`config.mk`:
```
export PLATFORM = sky130hd
export DESIGN_NAME = mac_fp52_seq
export DESIGN_NICKNAME = d
export VERILOG_FILES = /design/src/rtl/mac_fp52_seq.sv
export SDC_FILE = /design/constraint.sdc
export NUM_CORES = 1
export LEC_CHECK = 0
export ABC_AREA = 1
export CAP_MARGIN = 20
export CELL_PAD_IN_SITES_DETAIL_PLACEMENT = 1
export CELL_PAD_IN_SITES_GLOBAL_PLACEMENT = 2
export CORE_MARGIN = 2
export CORE_UTILIZATION = 27
export DETAILED_ROUTE_END_ITERATION = 10
export PLACE_DENSITY = 0.87
export SYNTH_ARGS = -nofsm -noshare
export SYNTH_HDL_FRONTEND = slang
export SYNTH_SLANG_ARGS = --single-unit
```
`constraint.sdc`:
```
create_clock -name clk -period 3.1 [get_ports clk]
set_clock_uncertainty 0.2 [all_clocks]
set_input_delay 0.62 -clock clk [delete_from_list [all_inputs] [get_ports clk]]
set_output_delay 0.62 -clock clk [all_outputs]
set_load 0.03 [all_outputs]
```
`src/rtl/mac_fp52_seq.sv`:
```
// Sequencer that streams element triples into an fp(2,5) multiply-add pipeline and accumulates its results.
// Define MAC_FP52_SEQ_SAT_EN for saturating accumulation; otherwise the accumulator wraps.
//
// state | meaning
// IDLE  | waiting for start
// RUN   | issuing elements to the datapath
// DRAIN | all elements issued, waiting for in-flight results
// DONE  | result presented on out_acc until out_ready
module mac_fp52_seq #(
  parameter int LAT   = 3,
  parameter int LEN_W = 8,
  parameter int ACC_W = 24
) (
  input  logic                    clk,
  input  logic                    rst_n,
  input  logic                    start,
  input  logic [LEN_W-1:0]        cfg_len,
  output logic                    busy,
  input  logic                    in_valid,
  output logic                    in_ready,
  input  logic [5:0]              in_a_dat,
  input  logic [5:0]              in_b_dat,
  input  logic [5:0]              in_c_dat,
  input  logic [2:0]              in_a_exp,
  input  logic [2:0]              in_b_exp,
  input  logic [2:0]              in_c_exp,
  output logic [5:0]              dp_a_dat,
  output logic [5:0]              dp_b_dat,
  output logic [5:0]              dp_c_dat,
  output logic [2:0]              dp_a_exp,
  output logic [2:0]              dp_b_exp,
  output logic [2:0]              dp_c_exp,
  input  logic signed [17:0]      dp_res,
  output logic                    out_valid,
  input  logic                    out_ready,
  output logic signed [ACC_W-1:0] out_acc
);

  typedef enum logic [1:0] {IDLE, RUN, DRAIN, DONE} state_t;

  state_t                  state, state_nxt;
  logic [LEN_W-1:0]        len_q;
  logic [LEN_W-1:0]        issue_cnt;
  logic [LAT-1:0]          vld_sr;
  logic [LAT:0]            vld_shift;
  logic                    xfer;
  logic signed [ACC_W-1:0] acc;
  logic signed [ACC_W-1:0] acc_sum;
  logic signed [ACC_W-1:0] res_ext;

  assign dp_a_dat = in_a_dat;
  assign dp_b_dat = in_b_dat;
  assign dp_c_dat = in_c_dat;
  assign dp_a_exp = in_a_exp;
  assign dp_b_exp = in_b_exp;
  assign dp_c_exp = in_c_exp;

  assign xfer      = in_valid & in_ready;
  assign vld_shift = {vld_sr, xfer};
  assign res_ext   = ACC_W'(dp_res);
  assign out_acc   = acc;

`ifdef MAC_FP52_SEQ_SAT_EN
  logic [ACC_W:0] sum_wide;
  assign sum_wide = {acc[ACC_W-1], acc} + {res_ext[ACC_W-1], res_ext};

  // Overflow shows up as disagreement between the guard bit and the sign bit.
  always_comb begin
    acc_sum = sum_wide[ACC_W-1:0];
    if (sum_wide[ACC_W] != sum_wide[ACC_W-1])
      acc_sum = sum_wide[ACC_W] ? {1'b1, {(ACC_W-1){1'b0}}} : {1'b0, {(ACC_W-1){1'b1}}};
  end
`else
  assign acc_sum = acc + res_ext;
`endif

  always_comb begin
    state_nxt = state;
    case (state)
      IDLE:    if (start) state_nxt = (cfg_len == '0) ? DONE : RUN;
      RUN:     if (xfer && (issue_cnt + LEN_W'(1)) == len_q) state_nxt = DRAIN;
      DRAIN:   if (vld_sr == '0) state_nxt = DONE;
      DONE:    if (out_ready) state_nxt = IDLE;
      default: state_nxt = IDLE;
    endcase
  end

  // Status outputs are registered from the next state so they line up with state.
  always_ff @(posedge clk or negedge rst_n) begin
    if (!rst_n) begin
      state     <= IDLE;
      busy      <= 1'b0;
      in_ready  <= 1'b0;
      out_valid <= 1'b0;
      len_q     <= '0;
      issue_cnt <= '0;
      vld_sr    <= '0;
      acc       <= '0;
    end else begin
      state     <= state_nxt;
      busy      <= (state_nxt != IDLE);
      in_ready  <= (state_nxt == RUN);
      out_valid <= (state_nxt == DONE);
      vld_sr    <= vld_shift[LAT-1:0];
      if (state == IDLE && start) begin
        len_q     <= cfg_len;
        issue_cnt <= '0;
        acc       <= '0;
      end else begin
        if (xfer)
          issue_cnt <= issue_cnt + LEN_W'(1);
        if (vld_sr[LAT-1])
          acc <= acc_sum;
      end
    end
  end

endmodule

```
# Word level (Yosys, flattened, before mapping)
# Index checks and enable logic that the tools add are counted.
[word_totals]
mem_count = 0
mem_bits_rw = 0
elab_cells = 35
regBits = 48
latch_bits = 0
mem_bits_ro = 0
[classes]
n_bitwise = 1
mux = 10
div_mod_pow = 0
n_addsub = 2
mul = 0
n_reduce_logical = 8
n_eq_ne = 6
order_cmp = 0
n_shift = 0
[op_table]
columns = ["op", "n"]
rows = [
  ["24-bit two-way mux", 2],
  ["24-bit by 18-bit adder with 24-bit output", 1],
  ["8-bit two-way mux", 2],
  ["2-bit two-way mux", 5],
  ["8-bit by 1-bit adder with 8-bit output (second input constant)", 1],
  ["8-bit equality test", 1],
  ["8-bit logical NOT", 1],
  ["2-bit case mux with 4 select lines", 1],
  ["2-bit equality test (second input constant)", 3],
  ["2-bit nonzero test", 3],
  ["2-bit by 1-bit equality test with 1-bit output (second input constant)", 2],
  ["3-bit logical NOT", 1],
  ["1-bit logical AND", 2],
  ["2-bit logical NOT", 1],
  ["1-bit AND", 1],
]

# Longest topological paths before layout
[depth]
word_depth = 6
mapped_depth = 14
ltp_nobuf = 14

# Least setup slack after synthesis
# Ideal clock, no wire load.
[synth_path]
path_type = "input to register"
from = "input dp_res[0]"
to = "register acc[10] (netlist: out_acc[10])"
required_ns = 2.777
setup_slack_ns = 0.860
arrival_time_ns = 1.917
n_path_buf = 0
path_stages = 10
cell_sequence = "ha_1 -> fa_1 -> nand3_1 -> nand2_1 -> nand3_1 -> nand2_1 -> inv_1 -> o21ai_0 -> o21ai_0 -> nand2_1"
[synth_between]
elab_chain_len = 3
[synth_lines]
columns = ["element", "line", "source"]
rows = [
  ["start: declaration", "33", "input logic signed [17:0] dp_res,"],
  ["24-bit by 18-bit adder with 24-bit output", "74", "assign acc_sum = acc + res_ext;"],
  ["24-bit two-way mux", "112", "if (vld_sr[LAT-1])"],
  ["24-bit two-way mux", "105", "if (state == IDLE && start) begin"],
  ["end signal: assignment", "113", "acc <= acc_sum;"],
  ["end: declaration", "47", "logic signed [ACC_W-1:0] acc;"],
]
# Every way passes these cells. The select of a mux whose other input is x is not followed.
# A chain may end at the register's enable or synchronous reset.

# Worst setup path in the final report
# Ends and elaborated chain as after synthesis.

==> metrics.txt <==
DR iter-0 viols=113; CTS Buf Count=5; largest cells by area after synthesis=dfrtp_1 33%, nand2_1 15%, ha_1 8.2%; Async SR Flop Fraction=1.000; Max Freq=~0.35 GHz; CP Launch Type=input pin; Congestion Overflow GR=0; RSZ-0062 raised after global routing=no; Total Power=roughly 4400 uW; Seq cells post-synth=48; Setup Buffers After CTS=0; Final min period=about 2800 ps; number of buffers and inverters on the critical path=2; Util after Layout=0.3324; outcome=finished clean; post-CTS sizing=0; initial antenna violation count=0; CP max-delay cell=fa_1; leakage=between 0.002 and 0.0025 uW; largest net degree at the start of global routing=26; predominant post-synthesis flop cell=dfrtp_1; share of the synthesized area in the top cell type=0.3266; vias per inst=roughly 4.9; ANT cells=0; WP data required=roughly 3100 ps; vias in the first global route=roughly 4k; most common cell in the synthesized netlist=nand2_1; H-Tree Depth=2; antenna viol nets, final=0; initial core utilization=0.2766; first-pass GRT wire length=between 15000 and 20000 um; measured slew at the worst slew-check pin=about 690 ps; Period Utilization, post-route=0.9143; count of cell types in the netlist=37; crit path capture type=register; slew margin rel.=0.5369; DRT Wirelength=~12000 um; post-DP HPWL=between 9000 and 10000 um; fin nets=around 640; max_cap viols=0; num rows=42; Pre-antenna DRT Iters=4; syn nets=604; FILL cells=around 1.7k; Worst VDD drop=roughly 0.00026 V; CP Cell Sequence=clkdlybuf4s50_1 > ha_1 > fa_1 > nand3_1 > nand2_1 > nand3_1 > nand2_1 > inv_1 > o21ai_0 > o21ai_0 > nand2_1; Die Width=120.7 um; GP Congestion=a little over 0.8; critical path's top delay family=adder cells; GRT Total Usage=0.1692; Final Hold Viols=0; area leader, netlist=dfrtp_1; core area=13300 um^2; dpl cells=around 730; WP data arrival=between 2000 and 3000 ps; CTS Root Cell=clkbuf_16; CTS Buffer Depth=2; HP Class=in -> async; Routed WL per cell=between 15 and 20 um; port buffer count=57; fin. max-slew vios=0; Area Overhead vs Synth=20.18%; fin cells=735; drt drc=0; crit-path max FO=5; layout cell share with drive strength beyond 1=0.06977; Syn Area/Cell=slightly above 7 um^2; Post-synth EDFFs=0; Netlist Area Pre-Place=between 3000 and 4000 um^2; CTS sink count=48; Synth Instances=about 520; register area share after synthesis=0.3266; Final Setup Violations=0; Ys Warns=0; CTS Hold Bufs=0; clk slew on worst S/H paths=60 ps; pwr/cell area=990.4 nW/um^2; IO Pins=112; Most Frequent Cell on Critical Path=nand2_1; CTS tree=done; die area=14570 um^2; total number of vias=3621; Critical Setup Path Class=in -> reg; top cells by count, synth=150 x nand2_1, 48 x dfrtp_1, 46 x inv_1; crit-path max cell delay=about 470 ps; clk_lat worst skew=roughly 310 ps; die height=about 120 um
-- power breakdown --
group | switching [uW] | internal [uW]
sequential | 241 | 887
clock | 265 | 294
combinational | 1710 | 980
total | 2220 | 2160
-- flip-flops by register name, indices dropped and copies added, names as in the netlist --
signal	count
in_ready	1
state	2
busy	1
vld_sr	3
out_valid	1
out_acc	24
len_q	8
issue_cnt	8
-- stage by stage --
stage	setup TNS, ps	worst slack (ps)	cell area [um^2]	hold slack (ps)
2_1_floorplan	0	859.6	3677	124.4
3_3_place_gp	-21.24	-13.89	4282	163.3
3_5_place_dp	-146.7	-65.89	4282	167.8
4_1_cts	0	259.3	4419	69.60
5_1_grt	0	35.79	4419	88.77
6_report	0	265.6	4419	52.13
-- cell families after synthesis --
family / after synthesis / share of synthesized area
AND/OR/NAND/NOR: 268 / 0.3181
AO/OA/AOI/OAI: 96 / 0.1494
buffers and inverters: 81 / 0.1116
flip-flops: 48 / 0.3266
adder cells (fa/ha/maj): 25 / 0.08711
XOR/XNOR: 3 / 0.007147
-- cells in the final DEF, fill, tap and decap left out, types with 2 or more instances in the layout --
| cell | count |
|---|---|
| nand2_1 | 150 |
| clkdlybuf4s50_1 | 56 |
| dfrtp_1 | 48 |
| inv_1 | 46 |
| nor2_1 | 42 |
| nand3_1 | 37 |
| o21ai_0 | 33 |
| a21oi_1 | 30 |
| ha_1 | 24 |
| nand4_1 | 11 |
| o21ai_1 | 7 |
| nor3_1 | 6 |
| buf_4 | 6 |
| nand2_2 | 5 |
| nor2_2 | 5 |
| a21o_1 | 5 |
| clkbuf_16 | 5 |
| o22ai_1 | 4 |
| inv_2 | 3 |
| nor2_4 | 3 |
| nand3_2 | 3 |
| or2_2 | 3 |
| o21bai_1 | 3 |
| a31oi_1 | 2 |
| a21oi_2 | 2 |
| xor2_1 | 2 |
| a32o_1 | 2 |
| a22o_1 | 2 |
| o21a_1 | 2 |
| a21boi_1 | 2 |
-- routing by layer --
layer  track usage  vias up  share of wire
li1              -     1774              -
met1        0.1925     1755           0.42
met2        0.3076       65           0.51
met3       0.04292       27          0.048
met4       0.05451        0          0.020
met5             0        -              0
-- final timing paths --
check | depth (start not counted) | from | endpoint | slack (ps)
hold / removal | 1 | rst_n | out_acc[11]$_DFFE_PN0P_ | 50
min in group clk | 0 | vld_sr[0]$_DFF_PN0_ | vld_sr[1]$_DFF_PN0_ | 180
hold reg to reg | 0 | vld_sr[0]$_DFF_PN0_ | vld_sr[1]$_DFF_PN0_ | 180
setup reg to reg | 10 | out_acc[0]$_DFFE_PN0P_ | out_acc[10]$_DFFE_PN0P_ | 590
setup / recovery | 11 | dp_res[0] | out_acc[10]$_DFFE_PN0P_ | 270
max in group asynchronous | 2 | rst_n | vld_sr[2]$_DFF_PN0_ | 2010
-- area by class of cell --
class / count / area [um^2] / area share
repair buffers: 63 / 610.6 / 0.1382
well taps: 176 / 220.2 / 0.04983
inverters: 49 / 183.9 / 0.04162
multi-input cells: 392 / 2066 / 0.4674
clock buffers: 5 / 125.1 / 0.02831
flip-flops and latches: 48 / 1201 / 0.2718
clock inverters: 2 / 12.51 / 0.002831
Power figures use the tool's default switching activity.
